<file path="src/rtl/mill_modif_frame_demod.sv">
// ============================================================================
// Module      : mill_modif_frame_demod
// Description : ISO14443-A Modified Miller frame decoder (X/Y/Z classification,
//               SOF/EOF framing, one-bit look-behind, error detection).
// Revision    : 1.0 - initial release
// ============================================================================
`default_nettype none

module mill_modif_frame_demod #(
    parameter int ETU_CLKS = 16,
    parameter int CNT_W    = 4
) (
    input  logic       clk,
    input  logic       in_rst_n,
    input  logic       in_enable,
    input  logic [1:0] in_rate,
    input  logic       in_data,
    output logic       out_data,
    output logic       out_valid,
    output logic       out_sof,
    output logic       out_eof,
    output logic       out_err,
    output logic       out_busy
);

    typedef enum logic [1:0] {
        ST_IDLE         = 2'd0,
        ST_RX           = 2'd1,
        ST_WAIT_CARRIER = 2'd2
    } state_t;

    typedef enum logic [2:0] {
        PV_NONE     = 3'd0,
        PV_SOF_PEND = 3'd1,
        PV_SOF      = 3'd2,
        PV_ZERO     = 3'd3,
        PV_ONE      = 3'd4
    } prev_t;

    state_t             r_state, w_state_nxt;
    prev_t              r_prev, w_prev_nxt;
    logic               r_sync1, r_sync2;
    logic [CNT_W-1:0]   r_cnt, w_cnt_nxt;
    logic               r_pa, w_pa_nxt;
    logic               r_pb, w_pb_nxt;
    logic [1:0]         r_shift, w_shift_nxt;
    logic               r_pend_vld, w_pend_vld_nxt;
    logic               r_pend_bit, w_pend_bit_nxt;
    logic               r_data, w_data_nxt;
    logic               r_valid, w_valid_nxt;
    logic               r_sof, w_sof_nxt;
    logic               r_eof, w_eof_nxt;
    logic               r_err, w_err_nxt;
    logic               w_bit_en, w_bit_val;

    logic               w_s;
    logic [1:0]         w_rate_clamp;
    logic [CNT_W-1:0]   w_etu_last;
    logic [CNT_W-1:0]   w_half;
    logic               w_first_half;
    logic               w_pa_cur, w_pb_cur;
    logic               w_sym_x, w_sym_z;

    assign w_s          = r_sync2;
    assign w_rate_clamp = (in_rate == 2'd3) ? 2'd2 : in_rate;
    assign w_etu_last   = CNT_W'((ETU_CLKS >> r_shift) - 1);
    assign w_half       = CNT_W'(ETU_CLKS >> (r_shift + 2'd1));
    assign w_first_half = (r_cnt < w_half);
    // Pause flags including the sample being processed this cycle
    assign w_pa_cur     = r_pa | (w_first_half & ~w_s);
    assign w_pb_cur     = r_pb | (~w_first_half & ~w_s);
    assign w_sym_z      = w_pa_cur & ~w_pb_cur;
    assign w_sym_x      = ~w_pa_cur & w_pb_cur;

    always_comb begin
        w_state_nxt    = r_state;
        w_cnt_nxt      = r_cnt;
        w_pa_nxt       = r_pa;
        w_pb_nxt       = r_pb;
        w_shift_nxt    = r_shift;
        w_prev_nxt     = r_prev;
        w_pend_vld_nxt = r_pend_vld;
        w_pend_bit_nxt = r_pend_bit;
        w_data_nxt     = 1'b0;
        w_valid_nxt    = 1'b0;
        w_sof_nxt      = 1'b0;
        w_eof_nxt      = 1'b0;
        w_err_nxt      = 1'b0;
        w_bit_en       = 1'b0;
        w_bit_val      = 1'b0;

        case (r_state)
            ST_IDLE: begin
                if (!w_s) begin
                    w_state_nxt    = ST_RX;
                    w_cnt_nxt      = CNT_W'(1);
                    w_pa_nxt       = 1'b1;
                    w_pb_nxt       = 1'b0;
                    w_shift_nxt    = w_rate_clamp;
                    w_prev_nxt     = PV_SOF_PEND;
                    w_pend_vld_nxt = 1'b0;
                    w_pend_bit_nxt = 1'b0;
                end
            end

            ST_RX: begin
                if (r_cnt == w_etu_last) begin
                    w_cnt_nxt = '0;
                    w_pa_nxt  = 1'b0;
                    w_pb_nxt  = 1'b0;
                    if (w_pa_cur && w_pb_cur) begin
                        w_err_nxt = 1'b1;
                    end else begin
                        case (r_prev)
                            PV_SOF_PEND: begin
                                if (w_sym_z) begin
                                    w_sof_nxt  = 1'b1;
                                    w_prev_nxt = PV_SOF;
                                end else begin
                                    w_err_nxt = 1'b1;
                                end
                            end
                            PV_SOF: begin
                                if (w_sym_x || w_sym_z) begin
                                    w_bit_en  = 1'b1;
                                    w_bit_val = w_sym_x;
                                end else begin
                                    w_err_nxt = 1'b1;
                                end
                            end
                            PV_ZERO: begin
                                if (w_sym_x || w_sym_z) begin
                                    w_bit_en  = 1'b1;
                                    w_bit_val = w_sym_x;
                                end else begin
                                    w_eof_nxt = 1'b1;
                                end
                            end
                            PV_ONE: begin
                                if (w_sym_z) begin
                                    w_err_nxt = 1'b1;
                                end else begin
                                    w_bit_en  = 1'b1;
                                    w_bit_val = w_sym_x;
                                end
                            end
                            default: w_err_nxt = 1'b1;
                        endcase
                    end
                end else begin
                    w_cnt_nxt = r_cnt + CNT_W'(1);
                    w_pa_nxt  = w_pa_cur;
                    w_pb_nxt  = w_pb_cur;
                end
            end

            ST_WAIT_CARRIER: begin
                if (!w_s) begin
                    w_cnt_nxt = '0;
                end else if (r_cnt == w_etu_last) begin
                    w_cnt_nxt   = '0;
                    w_state_nxt = ST_IDLE;
                end else begin
                    w_cnt_nxt = r_cnt + CNT_W'(1);
                end
            end

            default: w_state_nxt = ST_IDLE;
        endcase

        // Look-behind: a new bit releases the previously held one
        if (w_bit_en) begin
            w_valid_nxt    = r_pend_vld;
            w_data_nxt     = r_pend_vld & r_pend_bit;
            w_pend_vld_nxt = 1'b1;
            w_pend_bit_nxt = w_bit_val;
            w_prev_nxt     = w_bit_val ? PV_ONE : PV_ZERO;
        end

        if (w_eof_nxt || w_err_nxt) begin
            w_pend_vld_nxt = 1'b0;
            w_pend_bit_nxt = 1'b0;
            w_prev_nxt     = PV_NONE;
            w_state_nxt    = w_eof_nxt ? ST_IDLE : ST_WAIT_CARRIER;
        end
    end

    always_ff @(posedge clk) begin
        if (!in_rst_n || !in_enable) begin
            r_state    <= ST_IDLE;
            r_prev     <= PV_NONE;
            r_sync1    <= 1'b1;
            r_sync2    <= 1'b1;
            r_cnt      <= '0;
            r_pa       <= 1'b0;
            r_pb       <= 1'b0;
            r_shift    <= 2'd0;
            r_pend_vld <= 1'b0;
            r_pend_bit <= 1'b0;
            r_data     <= 1'b0;
            r_valid    <= 1'b0;
            r_sof      <= 1'b0;
            r_eof      <= 1'b0;
            r_err      <= 1'b0;
        end else begin
            r_state    <= w_state_nxt;
            r_prev     <= w_prev_nxt;
            r_sync1    <= in_data;
            r_sync2    <= r_sync1;
            r_cnt      <= w_cnt_nxt;
            r_pa       <= w_pa_nxt;
            r_pb       <= w_pb_nxt;
            r_shift    <= w_shift_nxt;
            r_pend_vld <= w_pend_vld_nxt;
            r_pend_bit <= w_pend_bit_nxt;
            r_data     <= w_data_nxt;
            r_valid    <= w_valid_nxt;
            r_sof      <= w_sof_nxt;
            r_eof      <= w_eof_nxt;
            r_err      <= w_err_nxt;
        end
    end

    assign out_data  = r_data;
    assign out_valid = r_valid;
    assign out_sof   = r_sof;
    assign out_eof   = r_eof;
    assign out_err   = r_err;
    assign out_busy  = (r_state != ST_IDLE);

endmodule

`default_nettype wire

</file>
<file path="config.mk">
export PLATFORM = sky130hd
export DESIGN_NAME = mill_modif_frame_demod
export DESIGN_NICKNAME = d
export VERILOG_FILES = /design/src/rtl/mill_modif_frame_demod.sv
export SDC_FILE = /design/constraint.sdc
export NUM_CORES = 1
export LEC_CHECK = 0
export ABC_AREA = 1
export BUFFER_PORTS_ARGS = -buffer_cell sky130_fd_sc_hd__buf_2
export CAP_MARGIN = 20
export CORE_MARGIN = 10
export CORE_UTILIZATION = 45
export CTS_CLUSTER_SIZE = 14
export DETAILED_ROUTE_END_ITERATION = 10
export PLACE_DENSITY_LB_ADDON = 0.08
export RECOVER_POWER = 50
export REMOVE_ABC_BUFFERS = 1
export SETUP_SLACK_MARGIN = 0.05
export SYNTH_ARGS = -nofsm -noshare
export SYNTH_HDL_FRONTEND = slang
export SYNTH_SLANG_ARGS = --single-unit
export TNS_END_PERCENT = 5
</file>
<file path="constraint.sdc">
create_clock -name clk -period 2.55 [get_ports clk]
set_input_delay 0.255 -clock clk [delete_from_list [all_inputs] [get_ports clk]]
set_output_delay 0.255 -clock clk [all_outputs]
set_load 0.02 [all_outputs]
</file>
# Yosys cells after proc, flatten, opt, wreduce, memory -nomap -nowiden
# Index checks and enable logic that the tools add are counted.
# Widths: inputs -> output; s select.
# op_classes
n_shift,2
mux,50
n_eq_ne,19
n_bitwise,15
add_sub_neg,3
n_reduce_logical,22
order_cmp,1
# op_table
op,n
$mux 1,26
$mux 3,7
$ne 3x3->1 const B,7
$mux 2,6
$mux 4,3
$pmux 4 s3,1
$shr 5x2->4 const A,2
$not 1->1,8
$pmux 1 s2,4
$reduce_and 2->1,4
$eq 3x2->1 const B,2
$pmux 2 s3,1
$pmux 3 s2,1
$reduce_and 6->1,1
$reduce_bool 2->1,3
$reduce_bool 3->1,2
$reduce_or 2->1,3
$and 1x1->1,5
$reduce_or 5->1,1
$add 4x1->4 const B,1
$eq 2x2->1 const B,2
$eq 4x4->1,1
$lt 4x4->1,1
$ne 2x2->1 const B,2
other kinds (14),18
# word_totals
regBits,22
elab_cells,127
out_inout_bits,6

# Depth between registers and ports, before layout
# Gate-level depths: netlist of run 1.
# logic_depth
depth_word,17
mapped_depth,20
depth_no_buf,20

# Least setup slack after synthesis of run 1
# OpenSTA, ideal clock, no wires.
# synth_path
path_kind,reg-to-reg
start,register r_shift[1]
end,register r_pend_bit
required_time_ns,2.434
path_stages_with_launch,15
t_arrival_ns,2.161
setup_time_ns,0.116
setup_slack_ns,0.273
path_cell_list,dfxtp_1 -> inv_1 -> nand2_1 -> ha_1 -> nand3_1 -> o211ai_1 -> a21oi_1 -> inv_1 -> ha_1 -> inv_1 -> nor3_1 -> nand3_1 -> nand2_2 -> nor2_2 -> and3_1
# synth_via
elab_chain_len,16
word_cells_on_any_way,45
classes_between,add/sub: 2; order compare: 1; eq/ne: 2; shift: 2; mux: 23; bitwise: 9; reduce/logical: 6
# synth_lines
element,line,rtl
"start, declared",46,"logic [1:0] r_shift, w_shift_nxt;"
"start signal, assigned",213,r_shift <= w_shift_nxt;
$add 2x1->2,67,assign w_half = CNT_W'(ETU_CLKS >> (r_shift + 2'd1));
$shr 5x2->4,67,
$lt 4x4->1,68,assign w_first_half = (r_cnt < w_half);
$not 1->1,71,assign w_pb_cur = r_pb | (~w_first_half & ~w_s);
$and 1x1->1,71,
$or 1x1->1,71,
$not 1->1,72,assign w_sym_z = w_pa_cur & ~w_pb_cur;
$and 1x1->1,72,
$logic_or 1x1->1,"124, 132",
$mux 1,"124, 132",
$pmux 1 s2 (tied with other cells),114,case (r_prev)
$mux 1,111,if (w_pa_cur && w_pb_cur) begin
$mux 1,107,if (r_cnt == w_etu_last) begin
$mux 1,92,case (r_state)
$ne 2x1->1 (no source line) (tied with other cells),n/a,
$reduce_and 2->1 (no source line) or $reduce_or 2->1 (tied branches),n/a,
"end signal, assigned",215,r_pend_bit <= w_pend_bit_nxt;
"end, declared",48,"logic r_pend_bit, w_pend_bit_nxt;"
# Parallel ways exist; a longest one is shown, timed or not.
# A chain may end at the register's enable or synchronous reset.

# Worst setup path in the final report of run 1
# layout_path
start,register r_shift[0]
end,register r_pend_bit
# Same word-level chain as after synthesis.

==> results.txt, run 1 <==
The run finished with clean final reports. The die outline width was 74.7 um. The post-synthesis average cell area was 6.64 um^2.

The min-delay analysis places its worst path in the category input port to flip-flop. For the worst-skew pair, the clock arrives at the later sink with an insertion delay of 320 ps. Final routed DRC violation total: 0. The top-area cell type share of the netlist area is 32.7%.

Internal reg-to-reg setup slack: 150 ps. Broken down by cell family, the worst path's largest delay share belongs to simple AND/OR/NAND/NOR gates. Pin slew with the least headroom to its limit: 664 ps. Once the floorplan was initialized, standard cells occupied 48.0% of the core. For the sink count of the clock tree, the log shows 22. In this run the critical register-to-register path is captured at r_pend_bit.

The ratio of cells with drive above 1 in the final layout works out to 22.1%. The first detailed-routing pass took 4 iterations. The number of vias per cell after detailed routing was 5.14; the power density of the placed cells was 359 nW/um^2. Dividing the detail-routed wire length by the instance count gives 12.3 um. For this run, global-route usage on met1 was measured as 14.4%.

Clock-pin slew was measured on the worst setup and hold paths at 130 ps. In this run the static leakage power is 0.000659 uW. The floorplan step defined a die boundary enclosing 5580 um^2.

The floorplan has 19 rows. The clock period could shrink to 2400 ps. On the critical path, the stage with the largest delay is an instance of sky130_fd_sc_hd__dfxtp_4.

In the final design database the tool counted 239 nets. Summed over all nets, the half-perimeter wirelength after detailed placement is 2240 um. Data on the critical path is required at its endpoint by 2830 ps. The launching element of the worst setup path was r_shift[0]. The logic depth of the worst setup path including buffers is 16, and the area growth from synthesis to final layout is 19.4%. Most used routing layer in global routing: met2.

The number of global-route vias before repair is 1172, and the initial antenna violation count is 0. The count of buffering cells on the critical path with inverters included works out to 2. The signal on the critical path passes through buf_6 -> nand2_2 -> ha_4 -> nand3_1 -> o211ai_1 -> a21oi_2 -> inv_2 -> ha_4 -> nand4_1 -> o21ai_1 -> nor2_1 -> nand2_1 -> nand2_2 -> nand2_4 -> nor2_4 -> and3_1. The tools report the tightest hold margin as 115 ps. The tool flagged a number of max-cap violations equal to 0. The kind of start point of the critical path is a flip-flop.

The length in cells of the worst reg-to-reg path is 16. CTS placed an instance of sky130_fd_sc_hd__clkbuf_4 at the clock tree root. Global routing used 17.5% of the available met2 tracks. Across all layers, the routed design uses 1300 vias.

The number of standard cells after synthesis came out at 203. VDD sags by at most 0.000222 V. The worst register-to-register path begins at r_shift[0]. For the final database, setup skew stands at 7.80 ps. The sequential element share of the synthesized area is 32.7%.

The tools report the met3 track demand over resource as 3.81%. The placeable core region came out at 2810 um^2. After detailed placement, the total cell area comes to 1450 um^2. Cell type contributing the most total cell area after synthesis: sky130_fd_sc_hd__dfxtp_1. The count of buffers from port buffering works out to 11.

The first global-routing pass estimated 5060 um of wire. In the post-synthesis netlist, the biggest area contributors are sky130_fd_sc_hd__dfxtp_1, sky130_fd_sc_hd__nand2_1, sky130_fd_sc_hd__inv_1, sky130_fd_sc_hd__ha_1, sky130_fd_sc_hd__nand3_1. The total count of hold-check failures in the final report is 0. The layout has 288 filler cells. Based on the critical path, the design can be clocked at up to 0.417 GHz. For the TritonCTS buffer count, the log shows 3.

Counting flops and latches in the post-synthesis netlist gives 22. Setup repair after global routing could not meet its margin everywhere. The Yosys warning count was 0; the count of unique library cells instantiated by Yosys was 27. For the number of max-slew violations in the final report, the log shows 0. The floorplan step set the die height to 74.7 um. Entering global routing, the biggest net connects 17 pins. For the count of antenna diodes in the layout, the log shows 0. The relative max-transition margin was 55.6%; the longest individual stage delay on the worst path was 400 ps.

The highest net fanout along the worst path came out at 4. The run gives 1610 um^2 as the final design area excluding fillers. The endpoint class of the critical path was a flip-flop. Violation count after the first detailed-route iteration: 43.

The tools report the count of H-tree levels built during CTS as 1. In this run the remaining antenna-violating nets after routing total 0. The run gives 12 as the number of I/O pins.

After global routing the overflow that remains totals 0. Following the worst setup path forward leads to its endpoint at r_pend_bit. The number of setup violations in the final report came out at 0. At the end of routability-driven placement, the weighted congestion stood at 0.846.

Summing every instance area after synthesis gives 1350 um^2. The critical path data arrival time was 2680 ps. The path type of the worst setup path is flip-flop to flip-flop. In the global route stage, overall resource usage came out at 11.2%. The maximum clock path buffer count was 2; the ratio of final minimum period to clock period was 94.1%. TritonCTS built the clock tree. The run gives 3110 um as the wire length after detailed routing.
-- state kept, by name, summed over array words and instances, names as in the netlist --
name	flops
out_data	1
out_eof	1
out_err	1
out_sof	1
out_valid	1
r_cnt	4
r_pa	1
r_pb	1
r_pend_bit	1
r_pend_vld	1
r_prev	3
r_shift	2
r_state	2
r_sync1	1
r_sync2	1
-- stage by stage --
stage / utilization, % / total power (uW) / setup WS, ps / cells / setup TNS (ps)
after CTS: 53.3 / 581 / 70.0 / 249 / 0
after global placement: 51.6 / 384 / 105 / 245 / 0
after detailed placement: 51.6 / 385 / 33.2 / 245 / 0
after global routing: 57.4 / 606 / -55.3 / 253 / -171
after floorplan: - / 375 / 260 / 201 / 0
final: 57.4 / 578 / 150 / 253 / 0
-- cell type report --
type	instances	area (um^2)	area share (%)
multi-input cells	141	845	52.5
flip-flops and latches	22	445	27.7
inverters	38	148	9.18
repair buffers	17	96.3	5.99
well taps	31	38.8	2.41
clock buffers	4	36.3	2.26
-- layer usage --
| metal | wire length, um | vias to the layer above |
|---|---|---|
| met5 | 0 | - |
| met4 | 19 | 0 |
| met3 | 203 | 4 |
| met2 | 1430 | 30 |
| met1 | 1460 | 583 |
| li1 | - | 683 |
-- worst min path at each step --
stage | endpoint | from | slack (ps) | depth (start not counted)
6_report | r_sync1 | in_data | 120 | 2
5_1_grt | r_sync1 | in_data | 130 | 2
4_1_cts | r_sync1 | in_data | 110 | 2
3_5_place_dp | r_sync2 | r_sync1 | 400 | 1
3_3_place_gp | r_sync2 | r_sync1 | 410 | 1
2_1_floorplan | r_sync1 | in_data | 360 | 1
-- repair_timing --
| item | in CTS | in global routing |
|---|---|---|
| endpoints found under the setup margin | 5 | 10 |
| resized for setup | 3 | 29 |
| hold buffers | 0 | 0 |
| setup buffers | 0 | 4 |
| pin swaps | 1 | 18 |
-- power breakdown --
part | total [uW] | internal [uW] | leakage [uW] | switching (uW)
Combinational | 33.2 | 11.5 | 0.000459 | 21.7
Sequential | 346 | 345 | 0.000179 | 1.73
Clock | 199 | 87.4 | 0.0000210 | 111
-- synthesized netlist by cell type --
cell type,n
sky130_fd_sc_hd__nor4_1,1
sky130_fd_sc_hd__nor2_1,21
sky130_fd_sc_hd__xor2_1,1
sky130_fd_sc_hd__a31oi_1,1
sky130_fd_sc_hd__nor3_1,5
sky130_fd_sc_hd__nand4_2,1
sky130_fd_sc_hd__or2_2,3
sky130_fd_sc_hd__a211oi_1,2
sky130_fd_sc_hd__a21oi_1,10
sky130_fd_sc_hd__nand2_2,3
sky130_fd_sc_hd__buf_2,1
sky130_fd_sc_hd__nor2_2,2
sky130_fd_sc_hd__a221oi_1,1
sky130_fd_sc_hd__inv_1,38
sky130_fd_sc_hd__o21ai_0,5
sky130_fd_sc_hd__a21boi_0,1
sky130_fd_sc_hd__nand4_1,5
sky130_fd_sc_hd__dfxtp_1,22
sky130_fd_sc_hd__a22oi_1,1
sky130_fd_sc_hd__and3_1,1
sky130_fd_sc_hd__ha_1,10
sky130_fd_sc_hd__nand2_1,46
sky130_fd_sc_hd__nand3_2,1
sky130_fd_sc_hd__o211ai_1,1
sky130_fd_sc_hd__nand3_1,18
sky130_fd_sc_hd__nor2_4,1
sky130_fd_sc_hd__clkbuf_1,1
-- kinds of logic after synthesis --
logic type               count (synthesis)  synth area share, %
AO/OA/AOI/OAI                           22                 9.47
AND/OR/NAND/NOR                        108                 36.7
buffers and inverters                   40                 11.2
XOR/XNOR                                 1                0.650
adder cells (fa/ha/maj)                 10                 9.29
flip-flops                              22                 32.7
-- cells in the final DEF, fill, tap and decap left out, drive strengths merged --
master and count:
buf 11, a21oi 10, nor3 5, xor2 1, nand2 49, o21ai 5
o211ai 1, a31oi 1, dfxtp 22, and3 1, nor4 1, a211oi 2
nor2 24, a22oi 1, a221oi 1, clkbuf 10, ha 10, nand3 19
or2 3, a21boi 1, nand4 6, inv 38
No activity file was read; power rests on OpenSTA's default activity.
==> inputs of run 2 (changes only) <==
==> constraint.sdc (replaced) <==
create_clock -name clk -period 2.55 [get_ports clk]
set_input_delay 0.255 -clock clk [delete_from_list [all_inputs] [get_ports clk]]
set_output_delay 0.255 -clock clk [all_outputs]
set_load 0.05 [all_outputs]
==> run 2 against run 1 <==
Clock skew barely moved. Clock-buffer cell count did not move. Die area did not move. Sequential power barely moved. Maximum frequency did not move. Global-route usage did not move. Hold slack barely moved. Routed wire length barely moved. Non-clock buffer count did not move. Critical endpoint unchanged. Largest power group unchanged. Highest routed layer unchanged.
==> results.txt, run 2 (synthesized netlist as in run 1, its figures left out) <==
The flow ran to the end, and the final reports show no timing, DRC or antenna violations. Max-cap violation count: 0 (unchanged). The die outline width was 74.7 um (unchanged). The tools report the last weighted congestion value of the routability-driven placer as 0.846 (unchanged). The HPWL reported at the end of detailed placement came out at 2240 um (unchanged).

Endpoint class of the critical path: a flip-flop (unchanged). For the sink count of the clock tree, the log shows 22 (unchanged). The routed wire length per instance is 12.3 um (about the same). The run gives 12 (unchanged) as the number of I/O pins. The area growth from synthesis to final layout is 19.5% (was 19.4%), and the highest attainable clock frequency is 0.417 GHz (unchanged). The number of vias per cell after detailed routing came out at 5.14 (unchanged). The run gives 2680 ps (about the same) as the critical path data arrival time.

The post-layout minimum cycle time was 2400 ps (unchanged); the placeable core region was 2810 um^2 (unchanged). The ratio of cells with drive above 1 in the final layout was 22.5% (was 22.1%). The run gives 0 (unchanged) as the initial antenna violation count. The run gives 19 (unchanged) as the number of rows in the core area. The power density of the placed cells was 359 nW/um^2 (about the same); the maximum vdd ir drop was 0.000224 V (was 0.000222 V). The static leakage power came out at 0.000663 uW (was 0.000659 uW).

The ratio of final minimum period to clock period was 94.1% (unchanged). The number of setup violations in the final report was 0 (unchanged). The total grt overflow is 0 (unchanged), and the pin slew with the least headroom to its limit is 664 ps (unchanged).

The final routed DRC violation total was 0 (unchanged). The kind of start point of the critical path is a flip-flop (unchanged). The count of antenna diodes in the layout was 0 (unchanged). The number of hold-repair buffers added at the cts stage was 0 (unchanged). The via count is 1300 (unchanged).

The run gives 239 (unchanged) as the net count reported at finish. The maximum clock path buffer count was 2 (unchanged). The tools report the relative max-transition margin as 55.6% (unchanged). TritonCTS built the clock tree. The run gives 0 (unchanged) as the number of max-slew violations in the final report. Path type of the worst setup path: flip-flop to flip-flop (unchanged). The final core area utilization is 57.4% (about the same), and the worst setup skew after layout is 7.80 ps (about the same).

Setup repair after global routing could not meet its margin everywhere. The remaining antenna violation count after routing was 0 (unchanged); the clock latency at the later pin of the worst-skew pair was 320 ps (about the same). The global-route wire length before repair came out at 5060 um (unchanged).

The highest net fanout along the worst path was 4 (unchanged). Critical-path cell with the highest stage delay: sky130_fd_sc_hd__dfxtp_4 (unchanged). The wire length after detailed routing was 3110 um (about the same); the number of flip-flops under the largest register name was 4 (unchanged). The die area is 5580 um^2 (unchanged), and the count of buffers from port buffering is 11 (unchanged). Count of cells along the worst hold path: 2 (unchanged). Count of H-tree levels built during CTS: 1 (unchanged). Root buffer cell: sky130_fd_sc_hd__clkbuf_4 (unchanged).

Most used cells in the layout excluding fill and tap cells: sky130_fd_sc_hd__nand2_1, sky130_fd_sc_hd__inv_1, sky130_fd_sc_hd__nor2_1, sky130_fd_sc_hd__dfxtp_1, sky130_fd_sc_hd__nand3_1 (unchanged). The clock edge transition at the registers on the reported setup and hold paths was 130 ps (about the same); the initial standard-cell utilization of the core was 48.0% (unchanged). The number of iterations in the first detailed-routing pass is 4 (unchanged).

The register ranked first by flip-flop count was r_cnt (unchanged). CP cell instances: buf_6 -> nand2_2 -> ha_4 -> nand3_1 -> o211ai_1 -> a21oi_2 -> inv_2 -> ha_4 -> nand4_1 -> o21ai_1 -> nor2_1 -> nand2_1 -> nand2_2 -> nand2_4 -> nor2_4 -> and3_1 (unchanged). Length in cells of the worst reg-to-reg path: 16 (unchanged). The number of global-route vias before repair was 1172 (unchanged); the global router's overall resource usage was 11.2% (unchanged).

Registers with the highest flip-flop counts: r_cnt: 4 flops, r_prev: 3 flops (unchanged). The path class of the lowest-slack min-delay path was input port to flip-flop (unchanged). The vertical die dimension is 74.7 um (unchanged). Most common cell after layout, fill and taps aside: sky130_fd_sc_hd__nand2_1 (unchanged). The largest net degree at the start of global routing was 17 (unchanged); the longest individual stage delay on the worst path was 400 ps (about the same).

The total negative slack for setup checks was 0 ps (unchanged); the total count of hold-check failures in the final report was 0 (unchanged). The run gives 43 (unchanged) as the violation count after the first detailed-route iteration. The required time reported for the critical path endpoint is 2830 ps (about the same), and the TritonCTS buffer count is 3 (unchanged).
## run 2: cell types whose count changed in the layout (fill, tap and decap cells not counted), sizes merged
cell / previous run / this run
buf: 11 / 12
clkbuf: 10 / 9
## run 2: final timing paths
path,startpoint,end,slack (ps)
max,r_shift[0],r_pend_bit,150
min,in_data,r_sync1,120
max reg2reg,r_shift[0],r_pend_bit,150
min reg2reg,r_sync1,r_sync2,430
## run 2: what timing repair did
action	CTS	global route
cloned	0	0
pin swaps	1	18
resized for setup	3	29
setup endpoints to repair	5	10
buffers inserted	0	4
## run 2: critical path: cells and delay by family, from the launching register on
kind | cells | cell delay [ps]
AOI/OAI and AO/OA | 3 | 420
adders and majority gates | 2 | 470
buffers and inverters | 2 | 190
DFF | 1 | 400
and+or+nand+nor | 9 | 880
## run 2: area by class of cell
type / instances / area (um^2)
fillers: 287 / 1190
inverters: 38 / 148
flip-flops and latches: 22 / 445
well taps: 31 / 38.8
clock buffers: 4 / 36.3
repair buffers: 17 / 97.6
multi-input cells: 141 / 845
## run 2: through the flow
stage | setup slack [ps] | hold WS (ps) | power (uW) | std cells | area, um^2
finish | 150 | 115 | 579 | 253 | 1610
global route | -55.3 | 128 | 607 | 253 | 1610
CTS | 70.0 | 112 | 582 | 249 | 1490
detailed placement | 33.2 | 404 | 385 | 245 | 1450
global placement | 105 | 407 | 385 | 245 | 1450
floorplan | 260 | 362 | 376 | 201 | 1340
## run 2: report_power, final
group	total, uW	switching, uW	internal [uW]
registers	346	1.73	345
logic	33.8	22.2	11.5
clock network	199	111	87.4
## run 2: metal layers
| metal | part of all wire [%] | GRT usage (%) | up-vias | routed length (um) |
|---|---|---|---|---|
| li1 | - | - | 683 | - |
| met1 | 47 | 14.4 | 583 | 1460 |
| met2 | 46 | 17.5 | 30 | 1430 |
| met3 | 6.6 | 3.81 | 4 | 204 |
| met4 | 0.61 | 2.73 | 0 | 19 |
| met5 | 0 | 0 | - | 0 |
